<file path="config.mk">
export PLATFORM = sky130hd
export DESIGN_NAME = prog_freq_divider
export DESIGN_NICKNAME = d
export VERILOG_FILES = /design/src/rtl/freq_div_pkg.sv /design/src/rtl/freq_div_neg_stage.sv /design/src/rtl/prog_freq_divider.sv
export SDC_FILE = /design/constraint.sdc
export NUM_CORES = 1
export LEC_CHECK = 0
export CORE_MARGIN = 8
export CORE_UTILIZATION = 50
export CTS_CLUSTER_SIZE = 40
export DETAILED_ROUTE_END_ITERATION = 16
export PLACE_DENSITY = 0.86
export SYNTH_ARGS = -nofsm -noshare
export SYNTH_HDL_FRONTEND = slang
export SYNTH_SLANG_ARGS = --single-unit
</file>
<file path="constraint.sdc">
create_clock -name clk -period 8.12 [get_ports clk]
set_input_delay 0.812 -clock clk [delete_from_list [all_inputs] [get_ports clk]]
set_output_delay 0.812 -clock clk [all_outputs]
set_load 0.05 [all_outputs]
</file>
<file path="src/rtl/freq_div_pkg.sv">
// Shared constants and ratio helpers for the programmable frequency divider.
// The legality check is reused by the testbench so both agree on the legal ratio range.
package freq_div_pkg;

    localparam int unsigned MIN_DIV = 2;

    function automatic int unsigned half_ratio(input int unsigned r);
        return r >> 1;
    endfunction

    function automatic bit legal_div(input int unsigned v, input int unsigned width);
        return (v >= MIN_DIV) && (v <= ((32'd1 << width) - 32'd1));
    endfunction

endpackage

</file>
<file path="src/rtl/freq_div_neg_stage.sv">
// Negedge capture of the posedge counter and phase.
// This is the only falling-edge logic in the divider, so it sits in its own module.
module freq_div_neg_stage import freq_div_pkg::*; #(
    parameter int unsigned WIDTH = 4
) (
    input  logic             clk,
    input  logic             reset,
    input  logic             i_en,
    input  logic [WIDTH-1:0] i_pos_count,
    input  logic             i_pos_phase,
    output logic [WIDTH-1:0] o_neg_count,
    output logic             o_neg_phase
);

    logic [WIDTH-1:0] r_neg_count;
    logic             r_neg_phase;

    // NOTE: sequential state uses non-blocking assignments so every flop samples pre-edge values.
    always_ff @(negedge clk or negedge reset) begin
        if (!reset) begin
            r_neg_count <= '0;
            r_neg_phase <= 1'b0;
        end else if (i_en) begin
            r_neg_count <= i_pos_count;
            r_neg_phase <= i_pos_phase;
        end
    end

    assign o_neg_count = r_neg_count;
    assign o_neg_phase = r_neg_phase;

endmodule

</file>
<file path="src/rtl/prog_freq_divider.sv">
// Programmable integer clock divider, 50% duty for even and odd ratios.
// New ratios are adopted only at the wrap, so an output period is never cut short.
module prog_freq_divider import freq_div_pkg::*; #(
    parameter int unsigned WIDTH       = 4,
    parameter int unsigned DEFAULT_DIV = 3
) (
    input  logic             clk,
    input  logic             reset,
    input  logic             en,
    input  logic             load,
    input  logic [WIDTH-1:0] div_val,
    output logic [WIDTH-1:0] pos_count,
    output logic [WIDTH-1:0] neg_count,
    output logic             clk_out,
    output logic [WIDTH-1:0] ratio,
    output logic             period_tick,
    output logic             cfg_err
);

    if (!legal_div(DEFAULT_DIV, WIDTH)) begin : g_bad_default
        $fatal(1, "prog_freq_divider: DEFAULT_DIV %0d outside 2..2^WIDTH-1", DEFAULT_DIV);
    end

    localparam logic [WIDTH-1:0] RESET_RATIO = WIDTH'(DEFAULT_DIV);
    localparam logic [WIDTH-1:0] RESET_COUNT = WIDTH'(DEFAULT_DIV - 1);

    logic [WIDTH-1:0] r_ratio;
    logic [WIDTH-1:0] r_pending;
    logic [WIDTH-1:0] r_pos_count;
    logic             r_pos_phase;
    logic             r_period_tick;
    logic             r_cfg_err;

    logic [WIDTH-1:0] w_half;
    logic             w_wrap;
    logic             w_load_legal;
    logic [WIDTH-1:0] w_next_count;
    logic             w_next_phase;
    logic [WIDTH-1:0] w_neg_count;
    logic             w_neg_phase;

    assign w_half       = WIDTH'(half_ratio(32'(r_ratio)));
    assign w_wrap       = en && (r_pos_count == (r_ratio - WIDTH'(1)));
    assign w_load_legal = legal_div(32'(div_val), WIDTH);
    assign w_next_count = w_wrap ? '0 : (r_pos_count + WIDTH'(1));
    // After a wrap the next count is 0, which is below any legal half ratio.
    assign w_next_phase = (w_next_count < w_half);

    always_ff @(posedge clk or negedge reset) begin
        if (!reset) begin
            r_ratio       <= RESET_RATIO;
            r_pending     <= RESET_RATIO;
            r_pos_count   <= RESET_COUNT;
            r_pos_phase   <= 1'b0;
            r_period_tick <= 1'b0;
            r_cfg_err     <= 1'b0;
        end else begin
            if (en) begin
                r_pos_count <= w_next_count;
                r_pos_phase <= w_next_phase;
            end
            r_period_tick <= w_wrap;

            if (load) begin
                if (w_load_legal) begin
                    r_pending <= div_val;
                    r_cfg_err <= 1'b0;
                end else begin
                    r_cfg_err <= 1'b1;
                end
            end

            if (w_wrap) begin
                r_ratio <= (load && w_load_legal) ? div_val : r_pending;
            end
        end
    end

    freq_div_neg_stage #(
        .WIDTH (WIDTH)
    ) u_neg_stage (
        .clk         (clk),
        .reset       (reset),
        .i_en        (en),
        .i_pos_count (r_pos_count),
        .i_pos_phase (r_pos_phase),
        .o_neg_count (w_neg_count),
        .o_neg_phase (w_neg_phase)
    );

    // NOTE: the OR is glitch-free because its two inputs come from flops on opposite clock edges.
    assign clk_out     = r_pos_phase | (r_ratio[0] & w_neg_phase);
    assign pos_count   = r_pos_count;
    assign neg_count   = w_neg_count;
    assign ratio       = r_ratio;
    assign period_tick = r_period_tick;
    assign cfg_err     = r_cfg_err;

endmodule

</file>
## After elaboration in Yosys (flattened, before gate mapping)

Index checks and enable logic that the tools add are counted.

- Input bits: 8
- Logic and storage cells: 21
- Output and inout port bits: 15
- Flip-flop bits (word level): 20

- Add/sub/neg operators: 2
- Bitwise logic cells: 2
- Equal/unequal tests: 1
- Mux-type cells: 3
- Magnitude comparators: 2
- Reduce and logical (&&, ||, !) cells: 3

Operators with widths:

| operator | number |
|---|---|
| $mux 4 | 2 |
| $add 4x1->4 const B | 1 |
| $eq 4x4->1 | 1 |
| $ge 4x2->1 const B | 1 |
| $lt 4x3->1 | 1 |
| $sub 4x1->4 const B | 1 |
| $logic_and 1x1->1 | 2 |
| $reduce_and 2->1 | 1 |
| $and 1x1->1 | 1 |
| $mux 1 | 1 |
| $or 1x1->1 | 1 |

## Longest topological paths before layout

- Depth after elaboration: 5
- Depth in mapped cells: 12
- Depth with buffers taken out: 11

## By module

Synthesis repeated with hierarchy kept, for this count alone.

- Cells, all modules: 83
- Area total of the unflattened synthesis: 987.2 um^2

By module, submodules not included:

| module | area an instance (um^2) | cells an instance | sequential area each (um^2) | times used |
|---|---|---|---|---|
| prog_freq_divider | 805.8 | 73 | 381.6 | 1 |
| freq_div_neg_stage | 181.4 | 10 | 125.1 | 1 |

==> summary.md <==
| Metric | Value |
|---|---|
| Highest routed metal layer | `met4` |
| Hold Vio Cnt, Final | `0` |
| Largest net degree at the start of global routing | `21` |
| DRC Markers | `0` |
| Leak Pwr | `0.546 nW` |
| Root Buffer | `clkbuf_4` |
| Met2 WL | `~890 microns` |
| First-pass GRT wire length | `3000 microns` |
| Required @ worst endpoint | `7310 ps` |
| Sw Ratio | `0.462` |
| Initial Util | `0.515` |
| Clk pwr share | `0.081` |
| Most frequent cells in the layout | `clkdlybuf4s50_1, nand2_1, dfrtp_1` |
| Vias in the first global route | `716` |
| First-pass iteration count of the detailed router | `3` |
| Ys async rst share | `1.00` |
| Routed length on met1 | `between 700 and 800 microns` |
| Inserted Clock Buffers | `3` |
| Std cell rows | `16` |
| Arr. time, crit path | `5670 ps` |
| Total track usage | `0.110` |
| Syn Nets | `99` |
| I/O pins | `23` |
| Max Cap Viol | `0` |
| Place WS | `1900 ps` |
| Worst setup margin | `1640 ps` |
| CP Launch Type | `register` |
| Wire length per cell | `13.0 microns` |
| Ys flop type | `dfrtp_1` |
| CTS sink count | `20` |
| Die outline area | `3660 sq um` |
| Mean post-synth cell area | `11.4 sq um` |
| Crit-path max FO | `2` |
| Hold Path Class | `register to register` |
| DRT antenna net count | `0` |
| Status | `completed` |
| Synth Instances | `87` |
| Via/cell ratio | `4.89` |
| Peak supply drop | `0.245 mV` |
| Max Slew Vio Count | `0` |
| Clock latency on the worst-skew pair | `290 ps` |
| Ant. Diodes | `0` |
| Vias | `slightly below 700` |
| Flop2flop setup slack | `3140 ps` |
| Pwr per Cell Area | `455 nW/um^2` |
| CORE AREA | `1920 sq um` |
| Post_cts resized | `0` |
| Layout cells sized above 1 | `0.189` |
| Placer congestion estimate | `0.729` |
| PortBufs | `22` |
| TNS Setup | `0 ps` |
| Layout area overhead | `26.8%` |
| #FFs+latches synth | `20` |
| Hold buffer count at cts | `0` |
| Post-CTS Setup Inserts | `0` |
| Most common cell after layout, fill and taps aside | `clkdlybuf4s50_1` |
| Total Nets Final | `124` |
| Sequential share of the synthesized area | `0.512` |
| Seq pwr share | `0.313` |
| Initial drt markers | `7` |
| Die height | `60.5 microns` |
| Synth cell types | `29` |
| RSZ-0062 raised after global routing | `false` |
| Area occupied by multi-input gates | `445 sq um` |
| Register Area | `507 sq um` |
| CTS tree | `built` |
| WL met3 | `82 microns` |
| Fillers | `162` |
| Worst slew pin tran | `831 ps` |
| Die width | `60.5 microns` |
| Endpoints failing setup | `0` |
| H-tree levels | `1` |
| Crit end category | `output port` |
| Mapped cell area | `slightly below 1000 sq um` |
| Ys Warns | `0` |
| Hpwl dp | `~1400 microns` |
| Clock slew at the register clock pins of the worst setup and hold paths | `70 ps` |
| Routed wire length | `1800 microns` |
| Post-synth EDFFs | `0` |
| Antenna violations before repair | `0` |
| Max transition margin | `0.444` |
| Largest buffer count on any clock path | `2` |
| Comb power frac | `0.606` |
| Overflow left after global routing | `0` |
| Internal power | `0.000308 W` |
| Layout Skew | `4.64 ps` |
| Crit Path Category | `register to output port` |
| Switching power total | `0.000264 W` |
-- routing by layer --
metal | GRT usage | vias to the layer above
li1 | - | 338
met4 | 0.0797 | 0
met2 | 0.200 | 12
met3 | 0.0275 | 4
met1 | 0.106 | 321
met5 | 0 | -
-- worst paths after layout --
| check | from | end | cells past startpoint |
|---|---|---|---|
| max | u_neg_stage.o_neg_phase | clk_out | 2 |
| min | u_neg_stage.o_neg_count[2] | u_neg_stage.o_neg_count[2] | 1 |
| max reg2reg | pos_count[2] | u_neg_stage.o_neg_count[2] | 1 |
| min reg2reg | u_neg_stage.o_neg_count[2] | u_neg_stage.o_neg_count[2] | 1 |
| max in group asynchronous | reset | u_neg_stage.o_neg_count[3] | 1 |
| min in group asynchronous | reset | cfg_err | 1 |
-- metrics by stage --
stage               cells   util  cell area, sq um  hold slack [ps]  power (W)
finish                138  0.653              1250              451   0.000572
global route          138  0.653              1250              485   0.000608
CTS                   138  0.653              1250              457   0.000579
detailed placement    134  0.639              1230              456   0.000531
global placement      134  0.639              1230              451   0.000517
floorplan              87      -               990              436   0.000432
-- worst max-delay path: stages (launching register included) --
cell and delay, ps:
dfrtn_1 410, a21o_2 120, clkdlybuf4s50_1 790
-- synth_stat cells, drive strengths merged, types with 2 or more instances --
cell type / instances / share of area
a21oi: 2 / 0.010
dfrtn: 5 / 0.13
dfrtp: 10 / 0.25
dfstp: 5 / 0.13
ha: 4 / 0.051
inv: 6 / 0.023
mux2: 9 / 0.11
nand2: 12 / 0.046
nand2b: 2 / 0.013
nand3: 2 / 0.010
nor2: 2 / 0.0076
nor3: 5 / 0.030
o21a: 2 / 0.015
o21ai: 2 / 0.010
xnor2: 6 / 0.053
xor2: 2 / 0.018
-- power groups by stage --
stage | Combinational, W | Clock [W] | Sequential [W]
floorplan | 0.000158 | 0 | 0.000274
global placement | 0.000337 | 0 | 0.000180
detailed placement | 0.000350 | 0 | 0.000181
CTS | 0.000352 | 0.0000482 | 0.000179
global route | 0.000370 | 0.0000536 | 0.000184
finish | 0.000346 | 0.0000466 | 0.000179
-- registers in the layout, summed over array words and instances, names as in the netlist --
| signal | flops |
|---|---|
| cfg_err | 1 |
| u_neg_stage.o_neg_count | 4 |
| ratio | 4 |
| u_neg_stage.o_neg_phase | 1 |
| r_pos_phase | 1 |
| pos_count | 4 |
| r_pending | 4 |
| period_tick | 1 |
-- area by class of cell --
cell class | instances | share of cell area
sequential | 20 | 0.404
tap | 27 | 0.0269
inverter | 6 | 0.0179
clock buffer | 4 | 0.0209
multi-input combinational | 59 | 0.355
timing repair buffer | 22 | 0.175
-- logic make-up after synthesis --
family / share of synthesized area
AO/OA/AOI/OAI: 0.0797
XOR/XNOR: 0.0708
multiplexers: 0.120
buffers and inverters: 0.0379
adder cells (fa/ha/maj): 0.0506
AND/OR/NAND/NOR: 0.129
flip-flops: 0.512
Power figures use the tool's default switching activity.
